$ cat src/rtl/prog_seq_pkg.sv
// Shared types and constants for the program sequencer.
package prog_seq_pkg;

    localparam int unsigned WORD_W = 9;

    localparam logic [2:0] OP_MV  = 3'd0;
    localparam logic [2:0] OP_MVI = 3'd1;
    localparam logic [2:0] OP_ADD = 3'd2;
    localparam logic [2:0] OP_SUB = 3'd3;

    typedef enum logic [2:0] {
        IDLE,
        FETCH,
        ISSUE,
        EXEC,
        HALT
    } state_t;

endpackage

$ cat src/rtl/prog_sequencer.sv
// Instruction feeder for the 9-bit processor: walks a program in a 1-cycle
// synchronous ROM, issues each word with a run pulse, supplies the mvi
// immediate, waits for done, and halts at the end of the program.
// Optional build macro PROG_SEQUENCER_DONE_TIMEOUT_EN adds an EXEC watchdog
// that halts with err=1 when done is missing for 7 EXEC cycles.
module prog_sequencer
    import prog_seq_pkg::*;
#(
    parameter int unsigned ADDR_W     = 5,
    parameter int unsigned PROG_LEN   = 32,
    parameter int unsigned START_ADDR = 0
) (
    input  logic              clock,
    input  logic              reset,
    input  logic              start,
    output logic [ADDR_W-1:0] mem_addr,
    input  logic [WORD_W-1:0] mem_rdata,
    output logic [WORD_W-1:0] DIN,
    output logic              run,
    input  logic              done,
    output logic              busy,
    output logic              halted,
    output logic [7:0]        instr_count,
    output logic              err
);

    localparam int unsigned PC_W = ADDR_W + 1;
    localparam logic [PC_W-1:0] PC_START = PC_W'(START_ADDR);
    localparam logic [PC_W-1:0] PC_END   = PC_W'(PROG_LEN);

    state_t            state;
    state_t            state_nx;
    logic [PC_W-1:0]   pc;
    logic [PC_W-1:0]   pc_adv;
    logic [ADDR_W-1:0] pc_inc_addr;
    logic              is_mvi;
    logic              launch_c;
    logic              retire_c;
    logic              timeout_c;

    // start is only honoured while idle or halted; done only in EXEC
    assign launch_c    = start && ((state == IDLE) || (state == HALT));
    assign retire_c    = done && (state == EXEC);
    assign pc_adv      = pc + (is_mvi ? PC_W'(2) : PC_W'(1));
    assign pc_inc_addr = pc[ADDR_W-1:0] + ADDR_W'(1);

`ifdef PROG_SEQUENCER_DONE_TIMEOUT_EN
    logic [2:0] wd_cnt;

    assign timeout_c = (state == EXEC) && !done && (wd_cnt == 3'd6);

    // Watchdog: cleared on entry to EXEC, counts EXEC cycles without done
    always_ff @(posedge clock or posedge reset) begin
        if (reset) begin
            wd_cnt <= 3'd0;
        end else if (state == ISSUE) begin
            wd_cnt <= 3'd0;
        end else if ((state == EXEC) && !done) begin
            wd_cnt <= wd_cnt + 3'd1;
        end
    end

    // Sticky error flag, cleared by an accepted start
    always_ff @(posedge clock or posedge reset) begin
        if (reset) begin
            err <= 1'b0;
        end else if (launch_c) begin
            err <= 1'b0;
        end else if (timeout_c) begin
            err <= 1'b1;
        end
    end
`else
    assign timeout_c = 1'b0;
    assign err       = 1'b0;
`endif

    // State register
    always_ff @(posedge clock or posedge reset) begin
        if (reset) begin
            state <= IDLE;
        end else begin
            state <= state_nx;
        end
    end

    // Next-state logic
    always_comb begin
        state_nx = state;
        case (state)
            IDLE, HALT: if (start) state_nx = FETCH;
            FETCH:      state_nx = ISSUE;
            ISSUE:      state_nx = EXEC;
            EXEC: begin
                if (done) begin
                    state_nx = (pc_adv >= PC_END) ? HALT : FETCH;
                end else if (timeout_c) begin
                    state_nx = HALT;
                end
            end
            default:    state_nx = IDLE;
        endcase
    end

    // Program counter, retired-instruction counter and mvi flag
    always_ff @(posedge clock or posedge reset) begin
        if (reset) begin
            pc          <= PC_START;
            instr_count <= 8'd0;
            is_mvi      <= 1'b0;
        end else begin
            if (launch_c) begin
                pc          <= PC_START;
                instr_count <= 8'd0;
            end else if (retire_c) begin
                pc <= pc_adv;
                if (instr_count != 8'hFF) begin
                    instr_count <= instr_count + 8'd1;
                end
            end
            if (state == ISSUE) begin
                is_mvi <= (mem_rdata[8:6] == OP_MVI);
            end
        end
    end

    // Outputs decoded from the current state
    always_comb begin
        mem_addr = pc[ADDR_W-1:0];
        DIN      = '0;
        run      = 1'b0;
        busy     = 1'b0;
        halted   = 1'b0;
        case (state)
            FETCH: busy = 1'b1;
            ISSUE: begin
                busy     = 1'b1;
                run      = 1'b1;
                DIN      = mem_rdata;
                mem_addr = pc_inc_addr;
            end
            EXEC: begin
                busy     = 1'b1;
                DIN      = mem_rdata;
                mem_addr = pc_inc_addr;
            end
            HALT:    halted = 1'b1;
            default: ;
        endcase
    end

endmodule

$ cat config.mk
export PLATFORM = sky130hd
export DESIGN_NAME = prog_sequencer
export DESIGN_NICKNAME = d
export VERILOG_FILES = /design/src/rtl/prog_seq_pkg.sv /design/src/rtl/prog_sequencer.sv
export SDC_FILE = /design/constraint.sdc
export NUM_CORES = 1
export LEC_CHECK = 0
export CAP_MARGIN = 15
export CORE_MARGIN = 2
export CORE_UTILIZATION = 35
export CTS_CLUSTER_DIAMETER = 40
export CTS_CLUSTER_SIZE = 12
export DETAILED_ROUTE_END_ITERATION = 12
export GPL_TIMING_DRIVEN = 0
export PLACE_DENSITY = 0.68
export RECOVER_POWER = 25
export SLEW_MARGIN = 20
export SYNTH_ARGS = -nofsm -noshare
export SYNTH_HDL_FRONTEND = slang
export SYNTH_SLANG_ARGS = --single-unit
$ cat constraint.sdc
create_clock -name clock -period 1.5 [get_ports clock]
set_input_delay 0.225 -clock clock [delete_from_list [all_inputs] [get_ports clock]]
set_output_delay 0.225 -clock clock [all_outputs]
set_load 0.1 [all_outputs]
# [Word-level counts from Yosys, hierarchy flattened]
# Cells that the tools add are included.
[classes] n_mux=15 eq_ne=8 add_sub_neg=3 n_lt_le_gt_ge=1 reduce_logical=11
[ops] cell="$mux W8" n=3
[ops] cell="$mux W6" n=2
[ops] cell="$pmux W3 S4" n=1
[ops] cell="$mux W3" n=3
[ops] cell="$mux W9" n=1
[ops] cell="$add A8 B1 Y8 const B" n=1
[ops] cell="$ne A8 B8 Y1 const B" n=1
[ops] cell="$add A6 B2 Y6" n=1
[ops] cell="$eq A3 B1 Y1 const B" n=2
[ops] cell="$eq A3 B2 Y1 const B" n=2
[ops] cell="$ge A6 B6 Y1 const B" n=1
[ops] cell="$add A5 B1 Y5 const B" n=1
[ops] cell="$mux W5" n=1
[ops] cell="$ne A2 B2 Y1 const B" n=2
[ops] cell="$reduce_and A2 Y1" n=2
[ops] cell="$reduce_bool A2 Y1" n=2
[ops] cell="$reduce_or A2 Y1" n=2
[ops] cell="$eq A3 B3 Y1 const B" n=1
[ops] cell="$logic_not A3 Y1" n=1
[ops] cell="$mux W1" n=3
[ops] cell="$reduce_or A3 Y1" n=1
[ops] cell="$logic_and A1 B1 Y1" n=2
[ops] cell="$mux W2" n=1
[ops] cell="$logic_or A1 B1 Y1" n=1
[word_totals] register_bits=18 elab_cells=42 input_bits=13 out_inout_bits=26

# [Logic depth before layout (Yosys ltp)]
# Gate-level depths: netlist of run 1.
[logic_depth] depth_word=6 mapped_depth=5 mapped_depth_nobuf=5

# [Worst setup path after synthesis of run 1]
# OpenSTA, ideal clock, no wires.
[synth_timing] kind="flip-flop to output port" from="register state[1]" to="output mem_addr[3]" t_arrival_ps=2377 stages_incl_launch_ff=5 required_ps=1275 path_buffers=1 setup_slack_ps=-1102 cell_sequence="dfrtp_1 > buf_4 > nor2b_1 > nand4_1 > xnor2_1"
[synth_via] elab_chain_len=3 word_cells_on_any_way=4 classes_between="eq/ne (2); mux (1); reduce/logical (1)"
[synth_lines] element="from (decl)" line_no="prog_sequencer.sv:31" text="state_t state;"
[synth_lines] element="from (signal assigned)" line_no="prog_sequencer.sv:83" text="state <= state_nx;"
[synth_lines] element="$eq A3 B2 Y1" line_no="prog_sequencer.sv:134" text="case (state)"
[synth_lines] element="$reduce_or A2 Y1 (no source line) *"
[synth_lines] element="$mux W5 *" line_no="prog_sequencer.sv:134"
[synth_lines] element="to (decl)" line_no="prog_sequencer.sv:16" text="output logic [ADDR_W-1:0] mem_addr,"
# Every way passes the cells marked *; elsewhere a longest branch is shown, timed or not.

# [Worst setup path after layout of run 1]
[layout_timing] from="register state[1]" to="output mem_addr[4]"
# Same word-level chain as after synthesis.

==> results.toml, run 1 <==
[yosys]
synth.avg_cell_area_um2 = 9.61
synth.distinct_cells = 46
dominantRegCellSynth = "dfrtp_1"
yosysWarningCount = 0
synthArstFlopShare_pct = 100
synth_area_leader_cell = "dfrtp_1"
synth_top_family_by_area = "simple AND/OR/NAND/NOR gates"
muxShareOfSynthArea_pct = 3.28
syn_area_um2 = 1220
yosys.area_share.simple_pct = 28.1
synth-edff-count = 0
synth_top_area_share_pct = 36.9
syn_nets = 145
synthCells = 127
ys_top_cells_by_area = "dfrtp_1, and2_1, ha_1"
synth-xor-area-share_pct = 2.87
ys_seq_area_share_pct = 36.9
yosys.area_share.adder_pct = 5.74
ys_ff_latch = 18
synth_compound_area_share_pct = 17.0

[timing]
finalCritPeriodShare_pct = 125
setup_viol = 33
post-route-min-period_ns = 1.87
rsz0062_at_grt = "true"
fmax_ghz = 0.535
worst_pin_slew_ns = 0.719
final.setup.tns_ns = -7.68
hold_violations = 0
relSlewSlack_pct = 52.0
setup_ws_ns = -0.370
slew_violations = 0
clock_skew_ns = 0.00298

[drt]
post_drt_wl_per_cell_um = 19.3
first_iter_violations = 43
first_pass_iters = 4
num_vias = 1343
drc = 0
vias_per_cell = 5.42
wirelength_um = 4780
ant_nets = 0

[critical_path]
critPathLaunchType = "flop"
crit_fanout = 4
cp_data_arrival_time_ns = 1.64
endpoint_kind = "output pin"
worstSetupPathType = "flop to output pin"
critPathRequiredTime_ns = 1.27

[clocking]
cts.sinks = 18
clock_latency_ns = 0.31
htreeDepth = 1
clkTransAtPathRegs_ns = 0.11
clockBufferDepth = 2
numCtsBuffers = 3
cts_root_buf = "clkbuf_4"
ctsHoldBuffers = 0
cts_tree = "done"

[grt]
grt_first_pass_wirelength_um = 6480
grt_pass1_vias = 1263
grt_overflow = 0
gr-usage-all-layers_pct = 20.9
grt_max_degree = 19
antenna_found_initial = 0

[layout]
fill_cells = 198
final_nets = 221
drive_above_1_share_pct = 68.3
area_delta_synth_final_pct = 112
stdcell_area_um2 = 2590
diodes = 0

[placement]
post-place-ws_ns = -1.10
hpwl_um = 2450
io_buffer_count = 37
placed_area_um2 = 1860
gp_congestion = 0.775

[die]
fp.dieH_um = 63.0
die_x_um = 63.0
die-area_um2 = 3970
coreArea_um2 = 3340
floorplan.initialDensity_pct = 36.6
io_pins = 39
rows = 21

[worst_hold_path]
hold_path.class = "input port to asynchronous set/reset pin"

[outcome]
violations = "negative setup slack"
status = "finished with violations"

[flow_run]
cap_viol_max_count = 0
-- registers in the layout, indices dropped and copies added (netlist names) --
name and cells:
instr_count 8, is_mvi 1, pc 6, state 3
-- critical path, cell delays in order (launching register included) --
cell and delay [ns]:
dfrtp_1 0.37, buf_6 0.12, nor2b_4 0.18, nand4_1 0.23
xnor2_4 0.25, buf_12 0.19
-- path summary, 6_finish.rpt --
| check | from | to | slack, ns | cells after the start |
|---|---|---|---|---|
| max reg2reg | state[2] | state[2] | -0.29 | 8 |
| min reg2reg | instr_count[0] | instr_count[0] | 0.58 | 1 |
| min | reset | pc[5] | 0.48 | 2 |
| min in group clock | instr_count[0] | instr_count[0] | 0.58 | 1 |
| max in group asynchronous | reset | instr_count[3] | 0.50 | 2 |
| max | state[1] | mem_addr[4] | -0.37 | 5 |
-- cell usage in the layout (no fill, tap or decap), types with 6 or more instances in the layout --
cell,n
and2_4,9
buf_12,17
clkdlybuf4s50_1,11
dfrtp_4,6
dfrtp_1,6
dfrtp_2,6
buf_2,9
buf_4,18
nand2_1,6
buf_6,19
-- kinds of logic after synthesis --
logic type	count (synthesis)
buffers and inverters	13
other	1
muxes	4
AOI/OAI and AO/OA	26
and+or+nand+nor	56
DFF	18
adders and majority gates	5
xor gates and xnor gates	4
-- through the flow --
stage / utilization [%] / hold WS, ns / cells
after global placement: 55.8 / 0.531 / 210
after global routing: 77.6 / 0.528 / 248
after floorplan: - / 0.163 / 127
after detailed placement: 55.8 / 0.540 / 210
final: 77.6 / 0.478 / 248
after CTS: 67.0 / 0.369 / 232
-- synth_stat cells, types with 2 or more instances --
| master | count |
|---|---|
| a211oi_1 | 3 |
| a21oi_1 | 3 |
| a22o_1 | 2 |
| a31oi_1 | 3 |
| and2_1 | 10 |
| and3_1 | 3 |
| buf_2 | 2 |
| buf_4 | 3 |
| dfrtp_1 | 18 |
| ha_1 | 4 |
| inv_1 | 6 |
| mux2i_1 | 4 |
| nand2_1 | 11 |
| nand2b_1 | 2 |
| nand3_1 | 5 |
| nand4_1 | 4 |
| nor2_1 | 6 |
| nor2b_1 | 2 |
| nor3_1 | 3 |
| o211ai_1 | 2 |
| o311ai_0 | 2 |
| o41ai_1 | 2 |
| xnor2_1 | 4 |
-- layer usage --
| layer | up-vias | share of wire [%] | wire (um) | global-route usage [%] |
|---|---|---|---|---|
| met5 | - | 0 | 0 | 0 |
| met4 | 0 | 2.2 | 103 | 5.83 |
| met3 | 10 | 2.9 | 141 | 3.42 |
| met2 | 36 | 57 | 2740 | 37.2 |
| met1 | 676 | 38 | 1800 | 25.6 |
| li1 | 621 | - | - | - |
-- cell type report --
| cell class | count | area, um^2 | share of cell area (%) |
|---|---|---|---|
| clock buffers | 4 | 26.3 | 1.01 |
| flip-flops and latches | 18 | 480 | 18.6 |
| multi-input cells | 96 | 1110 | 42.7 |
| repair buffers | 71 | 827 | 31.9 |
| well taps | 46 | 57.6 | 2.22 |
| inverters | 6 | 26.3 | 1.01 |
| plain buffers | 7 | 65.1 | 2.51 |
-- what timing repair did --
| item | in CTS | in global routing |
|---|---|---|
| gates resized for setup | 211 | 47 |
| endpoints found under the setup margin | 34 | 34 |
| setup buffers | 17 | 16 |
| hold endpoints to repair | 0 | 0 |
| cloned | 1 | 0 |
| pin swaps | 12 | 27 |
Power of run 1 is not shown: default switching activity piles up to over one toggle a cycle in this logic, so the estimate is an artifact.
==> run 2: changes to the inputs <==
==> constraint.sdc (replaced) <==
create_clock -name clock -period 1.5 [get_ports clock]
set_input_delay 0.375 -clock clock [delete_from_list [all_inputs] [get_ports clock]]
set_output_delay 0.375 -clock clock [all_outputs]
set_load 0.1 [all_outputs]
==> run 2 against run 1 <==
Effect of this change: the flow still finishes with violations (negative setup slack); clock skew decreased by 0.00073 ns; utilization decreased by 8.6 points; hold slack better by 0.10 ns; largest cell class unchanged; non-clock buffer count decreased by 14; highest routed layer unchanged; critical path depth fell by 1; die area unchanged; global-route usage fell by 2.0 points; first-iteration DRC count is 53% lower.
==> results.toml, run 2 (synthesis gave the netlist of run 1 again) <==
[worst_hold_path]
hold_depth = 1
holdPathEnd = "instr_count[0]"
hp-start = "instr_count[0]"
hold_path.class = "flop to flop"

[grt]
grt_pass1_vias = 1222
antenna_found_initial = 0
grt_max_degree = 19
grt_overflow = 0
gr-usage-all-layers_pct = 18.8
grt_first_pass_wirelength_um = 6020

[critical_path]
critPathRequiredTime_ns = 1.12
r2r_end = "pc[4]"
critPathLaunchType = "flop"
worst_path_max_delay_cell = "dfrtp_2"
timing.rr.start = "state[1]"
worstSetupPathType = "flop to output pin"
endpoint_kind = "output pin"
r2r_setup_slack_ns = -0.16
cp_data_arrival_time_ns = 1.62
crit_chain = "ha_1 > nand4_1 > xnor2_4 > buf_12"
cp_num_buf_inv = 1
worstRegToRegCells = 8
max_stage_delay_ns = 0.40
crit_family = "flip-flops"
crit_fanout = 2

[clocking]
cts_root_buf = "clkbuf_4"
clockBufferDepth = 2
ctsHoldBuffers = 0
clkTransAtPathRegs_ns = 0.11
numCtsBuffers = 3
cts.sinks = 18
cts_tree = "done"
clock_latency_ns = 0.29
htreeDepth = 1

[drt]
wirelength_um = 3750
num_vias = 1233
vias_per_cell = 5.27
ant_nets = 0
first_iter_violations = 20
first_pass_iters = 4
post_drt_wl_per_cell_um = 16.0
drc = 0

[placement]
gp_congestion = 0.753
hpwl_um = 2330
io_buffer_count = 37

[die]
io_pins = 39
fp.dieH_um = 63.0
floorplan.initialDensity_pct = 36.6
die_x_um = 63.0
coreArea_um2 = 3340
rows = 21
die-area_um2 = 3970

[timing]
post-route-min-period_ns = 1.99
fmax_ghz = 0.502
worst_pin_slew_ns = 0.718
finalCritPeriodShare_pct = 133
slew_violations = 0
hold_slack_ns = 0.578
hold_violations = 0
clock_skew_ns = 0.00225
rsz0062_at_grt = "true"
setup_ws_ns = -0.492
setup_viol = 32
relSlewSlack_pct = 52.1

[layout]
top_regs = "instr_count: 8 flops, pc: 6 flops, state: 3 flops"
fill_cells = 251
final_common_cell = "buf_4"
mostFrequentLayoutCells = "buf_4, buf_12, clkdlybuf4s50_1, and2_4, buf_6"
largest_register_ffs = 8
regMostFlops = "instr_count"
area_delta_synth_final_pct = 88.7
diodes = 0
final_nets = 207
drive_above_1_share_pct = 59.6

[flow_run]
cap_viol_max_count = 0

[outcome]
violations = "negative setup slack"
status = "finished with violations"
## run 2: changes by cell type in the layout (fill, tap and decap cells not counted), sizes merged
cell,previous run,this run
buf,65,51
dlygate4sd2,0,1
clkdlybuf4s50,11,10
## run 2: worst register-to-register path, delay by kind of cell (launching register included)
family                 cells  cell delay, ns
buffers and inverters      5            0.66
and+or+nand+nor            2            0.44
DFF                        1            0.39
muxes                      1            0.07
## run 2: through the flow
step	worst slack [ns]	setup TNS (ns)	cell area [um^2]	std cells	util [%]
2_1_floorplan	-0.353	-1.39	1420	127	-
3_5_place_dp	-1.16	-24.56	1850	210	55.3
6_report	-0.492	-6.91	2300	234	69.0
3_3_place_gp	-1.09	-23.89	1850	210	55.3
4_1_cts	-0.475	-6.12	2160	225	64.7
5_1_grt	-0.553	-8.69	2300	234	69.0
## run 2: worst max-delay path by stage
stage	slack [ns]	from	to	cells after the start
2_1_floorplan	-0.35	pc[1]	mem_addr[4]	3
3_3_place_gp	-1.09	pc[1]	mem_addr[4]	4
3_5_place_dp	-1.16	pc[1]	mem_addr[4]	4
4_1_cts	-0.48	state[1]	mem_addr[4]	5
5_1_grt	-0.55	state[1]	mem_addr[4]	5
6_report	-0.49	pc[0]	mem_addr[4]	4
## run 2: timing repair
item / CTS / global route
cloned: 1 / 0
setup endpoints to repair: 34 / 30
gates resized for setup: 211 / 21
pin swaps: 4 / 10
setup buffers: 10 / 9
## run 2: layer usage
layer  vias to the layer above  routed length (um)  track usage, %
met5                         -                   0               0
met4                         0                  44            6.39
met3                         4                  82            3.06
met2                        20                2060            32.4
met1                       618                1570            23.8
li1                        591                   -               -
## run 2: layout make-up
| type | instances | area, um^2 | area share [%] |
|---|---|---|---|
| Buffer | 7 | 61.3 | 2.66 |
| Clock buffer | 4 | 36.3 | 1.58 |
| Inverter | 6 | 26.3 | 1.14 |
| Multi-Input combinational cell | 96 | 952 | 41.4 |
| Sequential cell | 18 | 480 | 20.9 |
| Tap cell | 46 | 57.6 | 2.50 |
| Timing Repair Buffer | 57 | 688 | 29.9 |
Power of run 2 is left out for the same reason.
